**src/rtl/rand_pkt_ctrl_if.sv**
```systemverilog
// Valid/ready packet stream from rand_pkt_ctrl to a cache input port.
// The master drives valid/data/sop/eop; the slave returns ready.
interface rand_pkt_ctrl_if #(
   parameter int DW = 32
);
   logic          o_valid;
   logic          i_ready;
   logic [DW-1:0] o_data;
   logic          o_sop;
   logic          o_eop;

   modport master (
      output o_valid,
      output o_data,
      output o_sop,
      output o_eop,
      input  i_ready
   );

   modport slave (
      input  o_valid,
      input  o_data,
      input  o_sop,
      input  o_eop,
      output i_ready
   );
endinterface

```
**src/rtl/rand_pkt_ctrl.sv**
```systemverilog
// Sequencer for gen_rand: seeds the generator, draws a length per packet and frames
// the free-running random words into SOP/EOP packets with inter-packet gaps.
//  state | meaning
//  IDLE  | waiting for an accepted i_start
//  LOAD  | o_load strobe, generator takes the latched seed
//  LEN   | draw packet length and first payload word
//  DATA  | stream beats until the EOP handshake
//  GAP   | inter-packet idle cycles
module rand_pkt_ctrl #(
   parameter int DW    = 32,
   parameter int RW    = 32,
   parameter int LEN_W = 8,
   parameter int PW    = 16,
   parameter int GW    = 8
) (
   input  logic             clk,
   input  logic             rst,
   input  logic             i_start,
   input  logic [RW-1:0]    i_seed,
   input  logic [PW-1:0]    i_pkt_num,
   input  logic [LEN_W-1:0] i_len_mask,
   input  logic [GW-1:0]    i_gap,
   input  logic             i_stop,
   input  logic [DW-1:0]    i_rand_data,
   output logic             o_load,
   output logic [RW-1:0]    o_seed,
   output logic             o_busy,
   output logic             o_done,
   output logic [PW-1:0]    o_pkt_cnt,
   rand_pkt_ctrl_if.master  strm
);

   typedef enum logic [2:0] {
      S_IDLE,
      S_LOAD,
      S_LEN,
      S_DATA,
      S_GAP
   } state_t;

   localparam logic [LEN_W:0] LEN_ONE = (LEN_W+1)'(1);

   state_t           state_q;
   logic [RW-1:0]    seed_q;
   logic [PW-1:0]    num_q;
   logic [LEN_W-1:0] mask_q;
   logic [GW-1:0]    gap_q;
   logic [GW-1:0]    gcnt_q;
   logic [LEN_W:0]   len_q;
   logic [LEN_W:0]   beat_q;
   logic [PW-1:0]    cnt_q;
   logic             valid_q;
   logic [DW-1:0]    data_q;
   logic             sop_q;
   logic             eop_q;
   logic             load_q;
   logic             done_q;

   logic [LEN_W:0]   len_d;
   logic [LEN_W:0]   beat_d;
   logic [PW-1:0]    cnt_d;

   // One extra bit so a full mask gives lengths up to 2**LEN_W without wrapping.
   assign len_d  = {1'b0, i_rand_data[LEN_W-1:0] & mask_q} + LEN_ONE;
   assign beat_d = beat_q + LEN_ONE;
   assign cnt_d  = cnt_q + PW'(1);

   always_ff @(posedge clk or posedge rst) begin
      if (rst) begin
         state_q <= S_IDLE;
         seed_q  <= '0;
         num_q   <= '0;
         mask_q  <= '0;
         gap_q   <= '0;
         gcnt_q  <= '0;
         len_q   <= '0;
         beat_q  <= '0;
         cnt_q   <= '0;
         valid_q <= 1'b0;
         data_q  <= '0;
         sop_q   <= 1'b0;
         eop_q   <= 1'b0;
         load_q  <= 1'b0;
         done_q  <= 1'b0;
      end else begin
         load_q <= 1'b0;
         done_q <= 1'b0;
         case (state_q)
            S_IDLE: begin
               if (i_start) begin
                  if (i_pkt_num != '0) begin
                     seed_q  <= i_seed;
                     num_q   <= i_pkt_num;
                     mask_q  <= i_len_mask;
                     gap_q   <= i_gap;
                     cnt_q   <= '0;
                     load_q  <= 1'b1;
                     state_q <= S_LOAD;
                  end else begin
                     done_q <= 1'b1;
                  end
               end
            end

            S_LOAD: begin
               state_q <= S_LEN;
            end

            S_LEN: begin
               len_q   <= len_d;
               data_q  <= i_rand_data;
               beat_q  <= '0;
               valid_q <= 1'b1;
               sop_q   <= 1'b1;
               eop_q   <= (len_d == LEN_ONE);
               state_q <= S_DATA;
            end

            S_DATA: begin
               if (strm.i_ready) begin
                  data_q <= i_rand_data;
                  if (eop_q) begin
                     cnt_q   <= cnt_d;
                     valid_q <= 1'b0;
                     sop_q   <= 1'b0;
                     eop_q   <= 1'b0;
                     if ((cnt_d == num_q) || i_stop) begin
                        done_q  <= 1'b1;
                        state_q <= S_IDLE;
                     end else if (gap_q == '0) begin
                        state_q <= S_LEN;
                     end else begin
                        gcnt_q  <= gap_q;
                        state_q <= S_GAP;
                     end
                  end else begin
                     beat_q <= beat_d;
                     sop_q  <= 1'b0;
                     eop_q  <= (beat_d == len_q - LEN_ONE);
                  end
               end
            end

            S_GAP: begin
               if (i_stop) begin
                  done_q  <= 1'b1;
                  state_q <= S_IDLE;
               end else if (gcnt_q == GW'(1)) begin
                  state_q <= S_LEN;
               end else begin
                  gcnt_q <= gcnt_q - GW'(1);
               end
            end

            default: begin
               state_q <= S_IDLE;
            end
         endcase
      end
   end

   assign o_load       = load_q;
   assign o_seed       = seed_q;
   assign o_busy       = (state_q != S_IDLE);
   assign o_done       = done_q;
   assign o_pkt_cnt    = cnt_q;
   assign strm.o_valid = valid_q;
   assign strm.o_data  = data_q;
   assign strm.o_sop   = sop_q;
   assign strm.o_eop   = eop_q;

endmodule

```
**src/flat_wrapper.sv**
```systemverilog
// flat-port wrapper written by rule: the top's interface ports become plain ports
module rand_pkt_ctrl_flat 
#(
   parameter int DW    = 32,
   parameter int RW    = 32,
   parameter int LEN_W = 8,
   parameter int PW    = 16,
   parameter int GW    = 8
)
  (clk, rst, i_start, i_seed, i_pkt_num, i_len_mask, i_gap, i_stop, i_rand_data, o_load, o_seed, o_busy, o_done, o_pkt_cnt, strm_o_valid, strm_o_data, strm_o_sop, strm_o_eop, strm_i_ready);
  rand_pkt_ctrl_if #(.DW(DW)) strm_i ();
  input  logic clk;
  input  logic rst;
  input  logic i_start;
  input  logic [RW-1:0] i_seed;
  input  logic [PW-1:0] i_pkt_num;
  input  logic [LEN_W-1:0] i_len_mask;
  input  logic [GW-1:0] i_gap;
  input  logic i_stop;
  input  logic [DW-1:0] i_rand_data;
  output logic o_load;
  output logic [RW-1:0] o_seed;
  output logic o_busy;
  output logic o_done;
  output logic [PW-1:0] o_pkt_cnt;
  output wire logic [$bits(strm_i.o_valid)-1:0] strm_o_valid;
  output wire logic [$bits(strm_i.o_data)-1:0] strm_o_data;
  output wire logic [$bits(strm_i.o_sop)-1:0] strm_o_sop;
  output wire logic [$bits(strm_i.o_eop)-1:0] strm_o_eop;
  input wire logic [$bits(strm_i.i_ready)-1:0] strm_i_ready;
  assign strm_o_valid = strm_i.o_valid;
  assign strm_o_data = strm_i.o_data;
  assign strm_o_sop = strm_i.o_sop;
  assign strm_o_eop = strm_i.o_eop;
  assign strm_i.i_ready = strm_i_ready;
  rand_pkt_ctrl #(.DW(DW), .RW(RW), .LEN_W(LEN_W), .PW(PW), .GW(GW)) u_core (.clk(clk), .rst(rst), .i_start(i_start), .i_seed(i_seed), .i_pkt_num(i_pkt_num), .i_len_mask(i_len_mask), .i_gap(i_gap), .i_stop(i_stop), .i_rand_data(i_rand_data), .o_load(o_load), .o_seed(o_seed), .o_busy(o_busy), .o_done(o_done), .o_pkt_cnt(o_pkt_cnt), .strm(strm_i));
endmodule
```
**config.mk**
```make
export PLATFORM = sky130hd
export DESIGN_NAME = rand_pkt_ctrl_flat
export DESIGN_NICKNAME = d
export VERILOG_FILES = /design/src/rtl/rand_pkt_ctrl_if.sv /design/src/rtl/rand_pkt_ctrl.sv /design/src/flat_wrapper.sv
export SDC_FILE = /design/constraint.sdc
export NUM_CORES = 1
export LEC_CHECK = 0
export BUFFER_PORTS_ARGS = -buffer_cell sky130_fd_sc_hd__clkbuf_2
export CORE_UTILIZATION = 45
export DETAILED_ROUTE_END_ITERATION = 8
export PLACE_DENSITY_LB_ADDON = 0.05
export SYNTH_ARGS = -nofsm -noshare
export SYNTH_HDL_FRONTEND = slang
export SYNTH_SLANG_ARGS = --single-unit
```
**constraint.sdc**
```tcl
create_clock -name clk -period 5.6 [get_ports clk]
set_input_delay 0.56 -clock clk [delete_from_list [all_inputs] [get_ports clk]]
set_output_delay 0.56 -clock clk [all_outputs]
set_load 0.01 [all_outputs]
```
# --- After elaboration in Yosys (flattened, before gate mapping) ---
# Index checks and enable logic that the tools add are counted.
word_totals:
  regBits: 146
  out_inout_bits: 86
  wordCells: 98
classes:
  add_sub_neg: 5
  n_eq_ne: 18
  mux: 44
  bitwise: 1
  n_reduce_logical: 15
op_table:
  columns: ["operator", "n"]
  rows:
  - ["$mux 16", 4]
  - ["$pmux 32 s2", 1]
  - ["$mux 8", 6]
  - ["$mux 32", 1]
  - ["$pmux 16 s2", 1]
  - ["$mux 3", 8]
  - ["$mux 9", 2]
  - ["$pmux 9 s2", 1]
  - ["$add 16x1->16 const B", 1]
  - ["$eq 16x16->1", 1]
  - ["$pmux 8 s2", 1]
  - ["$reduce_bool 16->1", 1]
  - ["$pmux 3 s5", 1]
  - ["$mux 1", 14]
  - ["$ne 2x2->1 const B", 7]
  - ["$reduce_and 5->1", 2]
  - ["$add 8x1->9 const B", 1]
  - ["$add 9x1->9 const B", 1]
  - ["$eq 9x1->1 const B", 1]
  - ["$eq 9x9->1", 1]
  - ["$reduce_and 3->1", 3]
  - ["$sub 9x1->9 const B", 1]
  - ["$and 8x8->8", 1]
  - ["$eq 8x1->1 const B", 1]
  - ["15 further kinds", 21]

# --- Depth between registers and ports, before layout ---
depth:
  word_depth: 7
  mapped_depth: 10

# --- Least setup slack after synthesis ---
# Ideal clock, no wire load.
synth_path:
  path_type: "register to register"
  startpoint: "register u_core.cnt_q[0] (netlist: u_core.o_pkt_cnt[0])"
  endpoint: "register u_core.gcnt_q[0]"
  t_arrival_ns: 2.311
  slack_ns: 3.170
  path_stages_with_launch: 9
  path_buffers: 0
  synth_period_minus_slack_ns: 2.430
  cell_sequence: "dfrtp_1 -> ha_1 -> nand2b_1 -> o211a_1 -> o32a_1 -> nor4_2 -> and4bb_4 -> o31ai_4 -> o21ba_1"
synth_between:
  elab_chain_len: 5
synth_lines:
  columns: ["element", "line", "rtl"]
  rows:
  - ["start, declared", "rand_pkt_ctrl.sv:51", "logic [PW-1:0] cnt_q;"]
  - ["start signal, assigned", "rand_pkt_ctrl.sv:123", "cnt_q <= cnt_d;"]
  - ["$add 16x1->16", "rand_pkt_ctrl.sv:66", "assign cnt_d = cnt_q + PW'(1);"]
  - ["$eq 16x16->1", "rand_pkt_ctrl.sv:127", "if ((cnt_d == num_q) || i_stop) begin"]
  - ["$logic_or 1x1->1", "rand_pkt_ctrl.sv:127", null]
  - ["$ne 2x2->1 (no line)", null, null]
  - ["$reduce_and 7->1 (no line)", null, null]
  - ["end signal, assigned", "rand_pkt_ctrl.sv:133", "gcnt_q <= gap_q;"]
  - ["end signal, assigned", "rand_pkt_ctrl.sv:151", "gcnt_q <= gcnt_q - GW'(1);"]
  - ["end, declared", "rand_pkt_ctrl.sv:48", "logic [GW-1:0] gcnt_q;"]
# Every way passes these cells.
# A chain may end at the register's enable or synchronous reset.

# --- Worst setup path after layout ---
layout_path:
  startpoint: "register u_core.cnt_q[0] (netlist: u_core.o_pkt_cnt[0])"
  endpoint: "register u_core.gcnt_q[4]"
# Same word-level chain as after synthesis.

==> results.cfg <==
[die]
rows = 45
die_w_um = 127
initial_utilization = 0.464
die_area_mm2 = 0.0162
placeableCoreArea_mm2 = 0.0153
die_height_um = 127
ios = 187

[synth]
synth_cell_types = 55
synth_top_area_frac = 0.516
syn_avg_cell_area_um2 = 9.83
synth.yosys.seq_area_share = 0.516
synth_commonest_cells = sky130_fd_sc_hd__nand2_1 (207), sky130_fd_sc_hd__dfrtp_1 (146), sky130_fd_sc_hd__mux2_2 (49)
synth-warning-count = 0
synth.largest_area_cell = sky130_fd_sc_hd__dfrtp_1
number_of_register_bits_inferred_by_synthesis = 146
synthTopCellsByArea = sky130_fd_sc_hd__dfrtp_1 (52%), sky130_fd_sc_hd__nand2_1 (11%), sky130_fd_sc_hd__mux2_2 (7.8%), sky130_fd_sc_hd__xnor2_1 (4.1%), sky130_fd_sc_hd__o21ai_0 (3.0%)
post_synth_arst_share = 1.00
synth_nets = 828
post_synth_instance_area_mm2 = 0.00708
synth_flop_cell = sky130_fd_sc_hd__dfrtp_1
count_of_flip_flops_with_a_built_in_enable_after_synthesis = 0
synthMostInstantiatedCell = sky130_fd_sc_hd__nand2_1
synthesis.instances = 720

[detailed_routing]
first_iter_violations = 387
met1Wirelength_um = 7520
detail_route.wl_per_cell_um = 14.4
detail_routed_via_count_per_cell = 5.08
route.final.wire_length_um = 16100
drc_errors = 0
vias = 5705
detailedRoute.firstPassIterationCount = 4
wl_met3_um = 867
top_signal_layer_used = met4
met2_wirelength_um = 7540
ant_nets = 0

[global_route]
grt_pass1_vias = 5585
wire_length_of_the_first_global_routing_pass_um = 27100
antenna_found_initial = 0
grt_remaining_overflow = 0
grt_start_max_net_pins = 91
grt_util_all_layers = 0.212

[layout]
stdcell_count = 1122
fillers = 1372
antenna_cells_inserted = 0
drive_above_1_share = 0.315
final_net_count = 1006
area.growth.synth_to_final_pct = 23.2

[setup_path]
critical_path_class = flip-flop to flip-flop
critical_path.endpoint_type = flip-flop
timing.critical_path.buf_inv = 0
crit_path_cell_trace = ha_1, nand3_4, nor4_2, xnor2_1, nor2_1, and4bb_4, nor3_1, o2bb2ai_1
dominant_delay_contributor_by_cell_family_on_the_critical_path = simple AND/OR/NAND/NOR gates
slowest_delay_ns = 0.67
arrival_ns = 3.22
cp_data_required_time_ns = 5.88
critPathSlowestCell = sky130_fd_sc_hd__nor3_1
setup.worst_path.start_class = flip-flop
critical_path.max_fanout = 8

[cts]
root_buffer = sky130_fd_sc_hd__clkbuf_16
tritoncts.num_buffers = 17
cts_resized = 0
clock_tree.htree_level_count = 4
clkSlewWorstSetupHoldPaths_ns = 0.06
tritoncts_num_sinks = 146
cts_tree = built
postCtsHoldBufs = 0
cts_post_setup_buffers_inserted = 0
clock_tree.buffer_depth = 2
insertion_delay_ns = 0.42

[run]
max_cap_viol_count = 0

[timing]
max_clock_freq_mhz = 339
rsz0062_at_grt = false
finalSetupViolCount = 0
hold_violations = 0
report.final.slew_viol_count = 0
period_needed_ns = 2.95
final_min_period_over_clock_period = 0.527
slew-limit-headroom = 0.305
timing_worst_slew_pin_value_ns = 1.03
totalNegativeSetupSlack_ns = 0
finalClockSkew_ns = 0.00734

[place]
detailed_place_hpwl_um = 11300
gp_routability_congestion = 0.832
numPortBuffers = 186
number_of_placed_instances_with_taps_included = 1090

[power_and_ir_drop]
leakage_nw = 4.28
vdd_drop_max_uv = 357
power-per-cell-area_mw_per_mm2 = 512
power_mw = 4.46

[worst_hold_path]
hold_class = input port to async pin

[outcome]
run_status = complete, no violations
==> power breakdown <==
group / total, mW / internal, mW / switching (mW) / leakage, nW
sequential: 1.80 / 1.49 / 0.316 / 1.84
combinational: 1.63 / 0.762 / 0.867 / 2.20
clock: 1.03 / 0.579 / 0.452 / 0.246
==> area by class of cell <==
class / count / area, µm² / area share
sequential: 146 / 3650 / 0.419
multi-input combinational: 529 / 3250 / 0.373
timing repair buffer: 190 / 961 / 0.110
clock buffer: 21 / 450 / 0.0517
tap: 211 / 264 / 0.0303
clock inverter: 11 / 82.6 / 0.00947
inverter: 14 / 57.6 / 0.00660
==> kinds of logic after synthesis <==
logic type	after synthesis	share of synthesized area
multiplexers	50	0.0794
adder cells (fa/ha/maj)	7	0.0124
AO/OA/AOI/OAI	94	0.0886
AND/OR/NAND/NOR	325	0.213
buffers and inverters	45	0.0251
flip-flops	146	0.516
XOR/XNOR	53	0.0656
==> path summary, 6_finish.rpt <==
check,slack (ns),cells after the start,to,start
max in group asynchronous,4.12,3,u_core.num_q[9]$_DFFE_PP0P_,rst
min reg2reg,0.47,2,u_core.mask_q[1]$_DFFE_PP0P_,u_core.mask_q[1]$_DFFE_PP0P_
max,2.65,8,u_core.gcnt_q[4]$_DFFE_PP0P_,u_core.o_pkt_cnt[0]$_DFFE_PP0P_
min,0.27,2,u_core.strm.o_data[0]$_DFFE_PP0P_,rst
max reg2reg,2.65,8,u_core.gcnt_q[4]$_DFFE_PP0P_,u_core.o_pkt_cnt[0]$_DFFE_PP0P_
min in group clk,0.32,3,u_core.gap_q[1]$_DFFE_PP0P_,i_gap[1]
==> registers in the layout, summed over array words and instances (netlist names) <==
signal               count
u_core.o_seed           32
u_core.strm.o_data      32
u_core.num_q            16
u_core.o_pkt_cnt        16
u_core.beat_q            9
u_core.len_q             9
u_core.gap_q             8
u_core.gcnt_q            8
u_core.mask_q            8
u_core.state_q           3
u_core.o_done            1
u_core.o_load            1
u_core.strm.o_eop        1
u_core.strm.o_sop        1
u_core.strm.o_valid      1
==> cells in the final DEF, fill, tap and decap left out, drive strengths merged, types with 16 or more instances in the layout <==
master,n
clkbuf,207
dfrtp,146
inv,16
mux2,49
nand2,207
nand3,17
nor2,39
o21ai,43
xnor2,33
xor2,20
==> routing by layer <==
| layer | GRT usage | vias to the layer above |
|---|---|---|
| met1 | 0.280 | 2750 |
| met3 | 0.0561 | 15 |
| li1 | - | 2801 |
| met2 | 0.333 | 139 |
| met5 | 0 | - |
| met4 | 0.0798 | 0 |
==> metrics by stage <==
stage	hold WS [ns]	utilization	instance area, µm²	worst slack, ns
global placement	0.459	0.537	8190	2.61
finish	0.266	0.571	8720	2.65
floorplan	0.446	-	7080	1.12
detailed placement	0.462	0.537	8190	2.53
global route	0.311	0.571	8720	2.44
CTS	0.302	0.571	8720	2.72
==> worst reg2reg max path, delay by kind of cell (launching register included) <==
family / cells / cell delay [ns]
AND/OR/NAND/NOR: 5 / 1.60
flip-flops: 1 / 0.54
adder cells (fa/ha/maj): 1 / 0.35
XOR/XNOR: 1 / 0.18
AO/OA/AOI/OAI: 1 / 0.13
No activity file was read; power rests on OpenSTA's default activity.
